### config.mk
export PLATFORM = sky130hd
export DESIGN_NAME = ifu_fetch
export DESIGN_NICKNAME = d
export VERILOG_FILES = /design/src/rtl/ifu_fetch.sv
export SDC_FILE = /design/constraint.sdc
export NUM_CORES = 1
export LEC_CHECK = 0
export ABC_AREA = 1
export ABC_CLOCK_PERIOD_IN_PS = 6200
export CAP_MARGIN = 25
export CELL_PAD_IN_SITES_DETAIL_PLACEMENT = 1
export CELL_PAD_IN_SITES_GLOBAL_PLACEMENT = 1
export CORE_MARGIN = 2
export CORE_UTILIZATION = 33
export CTS_CLUSTER_DIAMETER = 200
export DETAILED_ROUTE_END_ITERATION = 10
export PLACE_DENSITY = 0.78
export SYNTH_ARGS = -nofsm -noshare
export SYNTH_HDL_FRONTEND = slang
export SYNTH_SLANG_ARGS = --single-unit
export TNS_END_PERCENT = 1
### constraint.sdc
create_clock -name clk -period 6.2 [get_ports clk]
set_clock_uncertainty 0.05 [all_clocks]
set_input_delay 1.24 -clock clk [delete_from_list [all_inputs] [get_ports clk]]
set_output_delay 1.24 -clock clk [all_outputs]
set_load 0.05 [all_outputs]
### src/rtl/ifu_fetch.sv
// IF-stage fetch unit: PC generation, single-outstanding instruction bus reads,
// one-entry output buffer toward IF/ID and branch/trap redirect handling.
module ifu_fetch #(
    parameter int            AW       = 32,
    parameter logic [AW-1:0] RESET_PC = '0
) (
    input  logic          clk,
    input  logic          rst,
    input  logic          if_stall,
    input  logic          branch_take,
    input  logic [AW-1:0] branch_target,
    input  logic          trap_take,
    input  logic [AW-1:0] trap_target,
    output logic          ibus_read,
    output logic [AW-1:0] ibus_address,
    input  logic          ibus_waitrequest,
    input  logic [31:0]   ibus_readdata,
    input  logic          ibus_readdatavalid,
    output logic          if_valid,
    output logic [31:0]   if_instr,
    output logic [AW-1:0] if_pc,
    output logic          fetch_busy
);

    typedef enum logic [1:0] {
        S_IDLE,
        S_REQ,
        S_RSP
    } state_t;

    localparam logic [31:0] NOP = 32'h0000_0013;

    state_t        r_state;
    state_t        w_state_n;
    logic [AW-1:0] r_pc;
    logic [AW-1:0] r_addr;
    logic          r_held;
    logic          r_drop;
    logic          r_valid;
    logic [31:0]   r_instr;
    logic [AW-1:0] r_if_pc;

    logic          w_redir;
    logic [AW-1:0] w_target;
    logic          w_read;
    logic [AW-1:0] w_addr;
    logic          w_accept;
    logic          w_rsp;
    logic          w_deliver;

    assign w_redir   = trap_take | branch_take;
    assign w_target  = trap_take ? trap_target : branch_target;
    // A read already on the bus stays up until accepted, even under stall.
    assign w_read    = (r_state == S_REQ) & (r_held | ~(r_valid & if_stall));
    assign w_addr    = r_held ? r_addr : r_pc;
    assign w_accept  = w_read & ~ibus_waitrequest;
    assign w_rsp     = (r_state == S_RSP) & ibus_readdatavalid;
    assign w_deliver = w_rsp & ~r_drop & ~w_redir;

    always_comb begin
        w_state_n = r_state;
        unique case (r_state)
            S_IDLE: w_state_n = S_REQ;
            S_REQ:  if (w_accept) w_state_n = S_RSP;
            S_RSP:  if (ibus_readdatavalid) w_state_n = S_REQ;
            default: w_state_n = S_IDLE;
        endcase
    end

    always_ff @(posedge clk or posedge rst) begin
        if (rst) r_state <= S_IDLE;
        else     r_state <= w_state_n;
    end

    always_ff @(posedge clk or posedge rst) begin
        if (rst) begin
            r_pc   <= RESET_PC;
            r_addr <= RESET_PC;
            r_held <= 1'b0;
            r_drop <= 1'b0;
        end else begin
            r_addr <= w_addr;
            r_held <= w_read & ibus_waitrequest;
            if (w_redir)        r_pc <= w_target;
            else if (w_deliver) r_pc <= r_pc + AW'(4);
            // A read in flight at redirect time returns stale data.
            if (w_rsp)
                r_drop <= 1'b0;
            else if (w_redir & ((r_state == S_RSP) | w_read))
                r_drop <= 1'b1;
        end
    end

    always_ff @(posedge clk or posedge rst) begin
        if (rst) begin
            r_valid <= 1'b0;
            r_instr <= NOP;
            r_if_pc <= RESET_PC;
        end else if (w_redir) begin
            r_valid <= 1'b0;
        end else if (w_deliver) begin
            r_valid <= 1'b1;
            r_instr <= ibus_readdata;
            r_if_pc <= r_pc;
        end else if (r_valid & ~if_stall) begin
            r_valid <= 1'b0;
        end
    end

    assign ibus_read    = w_read;
    assign ibus_address = w_addr;
    assign if_valid     = r_valid;
    assign if_instr     = r_instr;
    assign if_pc        = r_if_pc;
    assign fetch_busy   = ~r_valid;

endmodule

=== Word level (Yosys, flattened, before mapping) ===
Cells that the tools add are included.

* Add/subtract/negate cells: 1
* Eq/ne operators: 4
* Mux-type cells: 12
* Bitwise gates (word level): 18
* Reductions and logical operators: 6

{| class="wikitable"
|+ Operators by type and width
! operator !! number
|-
| 2-to-1 mux 32 bit || 4
|-
| adder 32 x 3 -> 32 bit, second input constant || 1
|-
| AND 1 bit || 9
|-
| inverter 1 bit || 6
|-
| one-hot mux 2 bit (3 select lines) || 1
|-
| 2-to-1 mux 1 bit || 5
|-
| 2-to-1 mux 2 bit || 2
|-
| != test 2 bit, second input constant || 2
|-
| AND reduction 2 bit || 2
|-
| nonzero test 2 bit || 2
|-
| OR 1 bit || 3
|-
| nonzero test 3 bit || 1
|-
| == test 2 x 1 -> 1 bit, second input constant || 1
|-
| == test 2 bit, second input constant || 1
|-
| logical NOT 2 bit || 1
|}

* Register bits after elaboration: 133
* Input bits: 103
* Word-level logic and storage cells: 49

=== Logic depth before layout (Yosys ltp) ===
Gate-level depths: netlist (run 1).

* Depth in word-level cells: 8
* Depth in mapped cells: 10

=== Least setup slack after synthesis (run 1) ===
No wires, ideal clock.

* Path type: input to output
* Start point: input port if_stall
* End point: output port ibus_read
* Arrival: 2.055 ns
* Data required time: 4.910 ns
* Setup slack: 2.855 ns
* Stages on the path: 3
* Buffers on the path: 0
* Path through: nand2_1 nor2_1 nor2_1

* Longest elaborated chain between the ends: 4

{| class="wikitable"
|+ RTL lines
! item !! RTL line !! RTL
|-
| start, declared || 9 || <nowiki>input logic if_stall,</nowiki>
|-
| AND 1 bit || 54 || <nowiki>assign w_read = (r_state == S_REQ) & (r_held | ~(r_valid & if_stall));</nowiki>
|-
| inverter 1 bit || 54 ||
|-
| OR 1 bit || 54 ||
|-
| AND 1 bit || 54 ||
|-
| end, declared || 14 || <nowiki>output logic ibus_read,</nowiki>
|}

Every way passes these cells.

=== Worst setup path after layout (run 1) ===
* Start point: input port branch_take
* End point: register r_if_pc[14], in the netlist if_pc[14]

* Longest elaborated chain between the ends: 4

{| class="wikitable"
|+ RTL lines
! item !! RTL line !! RTL
|-
| start, declared || 10 || <nowiki>input logic branch_take,</nowiki>
|-
| OR 1 bit (*) || 51 || <nowiki>assign w_redir = trap_take | branch_take;</nowiki>
|-
| inverter 1 bit (no source line) (*) || - ||
|-
| AND 1 bit || 58 || <nowiki>assign w_deliver = w_rsp & ~r_drop & ~w_redir;</nowiki>
|-
| AND reduction 2 bit (no source line) (*) || - ||
|-
| end signal, assigned || 104 || <nowiki>r_if_pc <= r_pc;</nowiki>
|-
| end, declared || 41 || <nowiki>logic [AW-1:0] r_if_pc;</nowiki>
|}

Every way passes the cells marked *; elsewhere a longest branch is shown, timed or not.
A chain may end at the register's enable or synchronous reset.

==> run metrics, run 1 <==
Crit. Startpoint=branch_take; final core occ=0.485; clock share of power=0.248; worst min path class=register to register; Fill cells=~2.3k; largest family of logic cells by synthesized area=simple AND/OR/NAND/NOR gates; Vias/cell=4.88; Leak=between 4 and 5 nW; DRC violations left=0; Crit Path Category=primary input to register; syn avg cell area=approximately 7.7 um2; DIE AREA=slightly below 0.02 mm2; net switching power=1.82 mW; diodes inserted=0; Worst Reg-to-Reg Cells=10; Clk Latency, worst-skew pair=420 ps; placed wire-length estimate=14,400 um; Resized cells post-CTS=0; I/O pin cnt=between 200 and 250; worst hold stages=2; Startpoint Class=primary input; input/output buffers=201; CP required=6440 ps; critical path's slowest cell=clkdlybuf4s50_1; iteration-0 DRC count of the detailed router=291; fmax=around 0.23 GHz; First-pass DRT Iterations=4; antenna violations before repair=1; area of the core=between 0.015 and 0.02 mm2; cell area after layout=0.00900 mm2; post-route insts no fill=1,236; Reg clk slew, reported paths=~60 ps; CP max stage delay=roughly 860 ps; Post-DRT Antenna Nets=0; final setup violating endpoints=0; Synth warnings=0; max_cap viols=0; Core Rows=50; Final Cycle Share=0.687; most common cell after layout, fill and taps aside=nand2_1; R2R Path Start=r_state[0]$_DFFE_PP0P_; Pint=~2.3 mW; most frequent cells in the layout=nand2_1 (256), clkdlybuf4s50_1 (201), dfrtp_1 (129), nor2_1 (118), o21ai_0 (70); setup TNS=0 ps; Mapped Cells=800; grt total ovfl=0; placer congestion estimate=0.875; min Tclk post-route=4260 ps; vias in the first global route=around 6.2k; first-pass GRT wire length=32,700 um; Synth Area in XOR/XNOR=0; Area Growth Syn to Fin=45.5%; CTS H-tree lvls=4; Nets=between 1k and 1.5k; via count=6,032; combinational fraction of design power=0.437; Most Frequent Cell on Critical Path=buf_4; die height=141 um; Seq/Total Area, Yosys=0.538; Slew Viols, Final=0; placed insts=between 1k and 1.5k; Crit Path Max Fanout=53; measured slew at the worst slew-check pin=1010 ps; Initial Util=0.333; CTS Hold Bufs=0; synthesized cell area=roughly 0.0062 mm2; share of layout cells above drive strength 1=0.0529; postcts setup bufs=0; CTS Sinks=133; Post-DP Area=0.00840 mm2; WL final=20,300 um; Synth Area in Adders=0.00202; CTS tree=done; Routed wire per std cell=16.4 um; mux cell area share after synthesis=0; Hold Startpoint=if_instr[27]$_DFFE_PP0P_; Pwr Density=454 mW/mm2; Power, Total=4.09 mW; sequential share of power=0.315; clk buf depth=2; Hold EP=if_instr[27]$_DFFE_PP0P_; Reg2Reg Capture Point=if_pc[14]$_DFFE_PP0P_; status=finished clean; die width=141 um; crit-path leading delay family=buffers and inverters; CTS buffer count=17; Max IR drop VDD=0.184 mV; Yosys reg bits=roughly 130; Root Buffer=clkbuf_16; hold_ws=~420 ps; Critical path buffers and inverters=5; crit path setup slack, layout=about 1900 ps; Place WS=roughly 1500 ps; Worst Setup End Kind=register; Post-Synth Simple-Gate Area=0.270; Yosys cell types=27; arrival time of the worst setup path=around 4500 ps; Final Hold Fails=0; pin count of the biggest net entering global routing=86; Synth Area in Compound Gates=0.129; post-synthesis net count=904; Worst slew margin=0.325; slack of the worst reg-to-reg path=3120 ps; worst path cell trace=clkdlybuf4s50_1 -> nor2_2 -> inv_1 -> nor2_4 -> buf_4 -> clkinv_2 -> buf_4 -> nand2_1 -> o21ai_1; total track usage=0.210; switching fraction of total power=0.444; unrepaired setup endpoints after global routing=no
==> worst max path at each step <==
stage | end | slack, ps | cells after the start
global placement | if_pc[5]$_DFFE_PP0P_ | 1560 | 9
finish | if_pc[14]$_DFFE_PP0P_ | 1940 | 9
CTS | if_pc[14]$_DFFE_PP0P_ | 1920 | 9
global route | if_pc[10]$_DFFE_PP0P_ | 1620 | 9
detailed placement | if_pc[14]$_DFFE_PP0P_ | 1490 | 9
floorplan | if_instr[10]$_DFFE_PP0P_ | 1360 | 1
==> kinds of logic (layout without fill, tap and decap cells) <==
family / count (synthesis) / after routing
and+or+nand+nor: 422 / 422
DFF: 133 / 133
adders and majority gates: 1 / 1
AOI/OAI and AO/OA: 152 / 152
buffers and inverters: 92 / 294
==> registers in the layout, summed over array words and instances (netlist names) <==
name      flops
if_instr     32
r_state       2
if_pc        32
r_drop        1
r_pc         32
r_held        1
if_valid      1
r_addr       32
==> layer usage <==
layer | part of all wire | vias to the layer above | routed length (um) | track usage
met2 | 0.47 | 172 | 9520 | 0.350
met1 | 0.46 | 2885 | 9430 | 0.277
met4 | 0.022 | 0 | 440 | 0.0716
met5 | 0 | - | 0 | 0
li1 | - | 2945 | - | -
met3 | 0.045 | 30 | 907 | 0.0367
==> layout make-up <==
class	count	area, um2	share of cell area
clock buffer	17	425	0.0472
clock inverter	15	159	0.0176
inverter	53	205	0.0228
multi-input combinational	575	2480	0.276
sequential	133	3330	0.370
tap	234	293	0.0325
timing repair buffer	209	2100	0.234
==> worst register-to-register path: cells and delay by family (launching register included) <==
family	cells	cell delay [ps]
buffers and inverters	5	1680
AND/OR/NAND/NOR	4	790
flip-flops	1	370
AO/OA/AOI/OAI	1	70
==> cells in the mapped netlist <==
| cell type | n | area (um2) |
|---|---|---|
| nor3_4 | 1 | 16.3 |
| nor2_2 | 1 | 6.26 |
| inv_2 | 4 | 15.0 |
| buf_6 | 2 | 22.5 |
| inv_1 | 49 | 184 |
| o22ai_1 | 3 | 18.8 |
| nor2_4 | 1 | 11.3 |
| or2_2 | 1 | 6.26 |
| nor2_1 | 118 | 443 |
| dfstp_2 | 3 | 78.8 |
| buf_1 | 3 | 11.3 |
| o21ai_1 | 20 | 100 |
| buf_2 | 10 | 50.1 |
| o21ai_0 | 70 | 350 |
| ha_1 | 1 | 12.5 |
| a22oi_1 | 5 | 37.5 |
| and2_1 | 1 | 6.26 |
| o22a_1 | 1 | 8.76 |
| o211ai_1 | 6 | 45.0 |
| nand3_1 | 37 | 185 |
| clkbuf_1 | 24 | 90.1 |
| a21oi_1 | 43 | 215 |
| nor3_1 | 1 | 5.00 |
| a31oi_1 | 4 | 25.0 |
| nand4_1 | 5 | 31.3 |
| dfrtp_1 | 130 | 3250 |
| nand2_1 | 256 | 961 |
==> power groups by stage <==
stage,combinational [mW],clock [mW],sequential (mW)
after floorplan,0.665,0,1.76
after global placement,1.74,0,1.31
after detailed placement,1.77,0,1.32
after CTS,1.77,1.03,1.31
after global routing,1.90,1.07,1.32
final,1.79,1.01,1.29
Power figures use the tool's default switching activity.
==> run 2: changes to the inputs <==
--- a/config.mk
+++ b/config.mk
@@ -6,7 +6,7 @@
 export NUM_CORES = 1
 export LEC_CHECK = 0
 export ABC_AREA = 1
-export ABC_CLOCK_PERIOD_IN_PS = 6200
+export ABC_CLOCK_PERIOD_IN_PS = 4200
 export CAP_MARGIN = 25
 export CELL_PAD_IN_SITES_DETAIL_PLACEMENT = 1
 export CELL_PAD_IN_SITES_GLOBAL_PLACEMENT = 1
==> constraint.sdc (replaced) <==
create_clock -name clk -period 4.2 [get_ports clk]
set_clock_uncertainty 0.05 [all_clocks]
set_input_delay 0.84 -clock clk [delete_from_list [all_inputs] [get_ports clk]]
set_output_delay 0.84 -clock clk [all_outputs]
set_load 0.05 [all_outputs]
==> run 2 against run 1 <==
Against the previous run:
- combinational power grew 49%
- design area increased by 0.93%
- sequential share of layout area shrank 0.34 points
- sequential cell count is the same
- highest routed layer unchanged
==> run metrics, run 2 (synthesis results as in run 1) <==
status=finished clean; placed wire-length estimate=14,800 um (+2.5%); worst path cell trace=buf_12 -> o21ai_0 -> clkdlybuf4s50_1; diodes inserted=0 (unchanged); Worst slew margin=0.456 (+0.130); Slew Viols, Final=0 (unchanged); CTS tree=done; critical path's slowest cell=clkdlybuf4s50_1; Routed wire per std cell=16.4 um (-0.31%); fmax=0.298 GHz; DIE AREA=0.0199 mm2 (unchanged); die width=141 um (unchanged); DRC violations left=0 (unchanged); Crit Path Category=register to output pin; Max IR drop VDD=0.325 mV (+76%); First-pass DRT Iterations=4 (unchanged); via count=5,981 (-0.85%); max_cap viols=0 (unchanged); Final Cycle Share=0.798; Final Hold Fails=0 (unchanged); CTS Hold Bufs=0 (unchanged); Leak=4.07 nW (+1.1%); CTS Sinks=133 (unchanged); Startpoint Class=register; Power, Total=6.04 mW (+48%); pin count of the biggest net entering global routing=66 (-23%); Nets=1,098 (+0.46%); crit-path leading delay family=buffers and inverters; area of the core=0.0186 mm2 (unchanged); vias in the first global route=6,245 (+0.40%); Critical path buffers and inverters=2 (-3); die height=141 um (unchanged); clk buf depth=2 (unchanged); setup TNS=0 ps (unchanged); unrepaired setup endpoints after global routing=no; Clk Latency, worst-skew pair=410 ps (about the same); Initial Util=0.333 (unchanged); worst min path class=register to register; input/output buffers=201 (unchanged); I/O pin cnt=202 (unchanged); placer congestion estimate=0.880 (+0.50%); Root Buffer=clkbuf_16; Pwr Density=665 mW/mm2 (+46%); Vias/cell=4.82 (-1.2%); Post-DRT Antenna Nets=0 (unchanged); iteration-0 DRC count of the detailed router=286 (-1.7%); min Tclk post-route=3350 ps; grt total ovfl=0 (unchanged); Resized cells post-CTS=0 (unchanged); Worst Setup End Kind=output pin; antenna violations before repair=0 (-1); measured slew at the worst slew-check pin=815 ps (-196 ps); total track usage=0.209 (-0.000413); CP required=3310 ps (-3130 ps); CTS buffer count=17 (unchanged); postcts setup bufs=0 (unchanged); final setup violating endpoints=0 (unchanged); Crit Path Max Fanout=39 (-26%); first-pass GRT wire length=32,600 um (-0.34%); CP max stage delay=890 ps (+30 ps); Reg clk slew, reported paths=60 ps (about the same); most frequent cells in the layout=nand2_1 (256), clkdlybuf4s50_1 (201), dfrtp_1 (129), nor2_1 (118), o21ai_0 (70); Core Rows=50 (unchanged); CTS H-tree lvls=4 (unchanged); share of layout cells above drive strength 1=0.0566 (+0.00371); WL final=20,300 um (about the same); Area Growth Syn to Fin=46.8%; arrival time of the worst setup path=2460 ps (-2040 ps); Fill cells=2,250 (-0.35%); most common cell after layout, fill and taps aside=nand2_1
[run 2: power breakdown]
group	internal (mW)	switching (mW)
registers	1.67	0.225
logic	0.851	1.81
clock network	0.924	0.567
total	3.44	2.60
[run 2: per-layer routing]
metal / vias up / global-route usage / share of wire / wire, um
met5: - / 0 / 0 / 0
met3: 20 / 0.0499 / 0.054 / 1090
li1: 2953 / - / - / -
met1: 2847 / 0.270 / 0.45 / 9180
met4: 0 / 0.0563 / 0.013 / 263
met2: 161 / 0.354 / 0.48 / 9780
[run 2: final cells by class]
type | instances | area, um2 | area share
clock buffer | 21 | 470 | 0.0518
clock inverter | 11 | 125 | 0.0138
inverter | 53 | 203 | 0.0223
multi-input combinational | 575 | 2480 | 0.273
sequential | 133 | 3330 | 0.367
tap | 234 | 293 | 0.0322
timing repair buffer | 214 | 2180 | 0.240
[run 2: worst paths after layout]
check	slack, ps	depth (start not counted)	endpoint	from
max in group asynchronous	2460	3	if_instr[4]$_DFFE_PP1P_	rst
min in group asynchronous	880	2	if_instr[9]$_DFFE_PP0P_	rst
worst min register to register	420	2	if_instr[10]$_DFFE_PP0P_	if_instr[10]$_DFFE_PP0P_
worst max register to register	1880	9	r_pc[22]$_DFFE_PP0P_	r_state[0]$_DFFE_PP0P_
worst max-delay path	850	3	ibus_address[30]	r_held$_DFF_PP0_
worst min-delay path	420	2	if_instr[10]$_DFFE_PP0P_	if_instr[10]$_DFFE_PP0P_
[run 2: per-stage QoR]
stage	utilization	std cells	setup slack [ps]	instance area [um2]	hold slack [ps]
4_1_cts	0.488	1240	607	9070	422
3_5_place_dp	0.456	1208	898	8470	408
3_3_place_gp	0.453	1206	922	8430	399
6_report	0.489	1241	849	9090	416
5_1_grt	0.489	1241	695	9090	444
2_1_floorplan	-	800	1440	6190	459
[run 2: worst register-to-register path, delay by kind of cell (launching register included)]
kind,cells,cell delay (ps)
compound gates,1,130
buf+inv,4,990
flops,1,370
simple gates,4,700
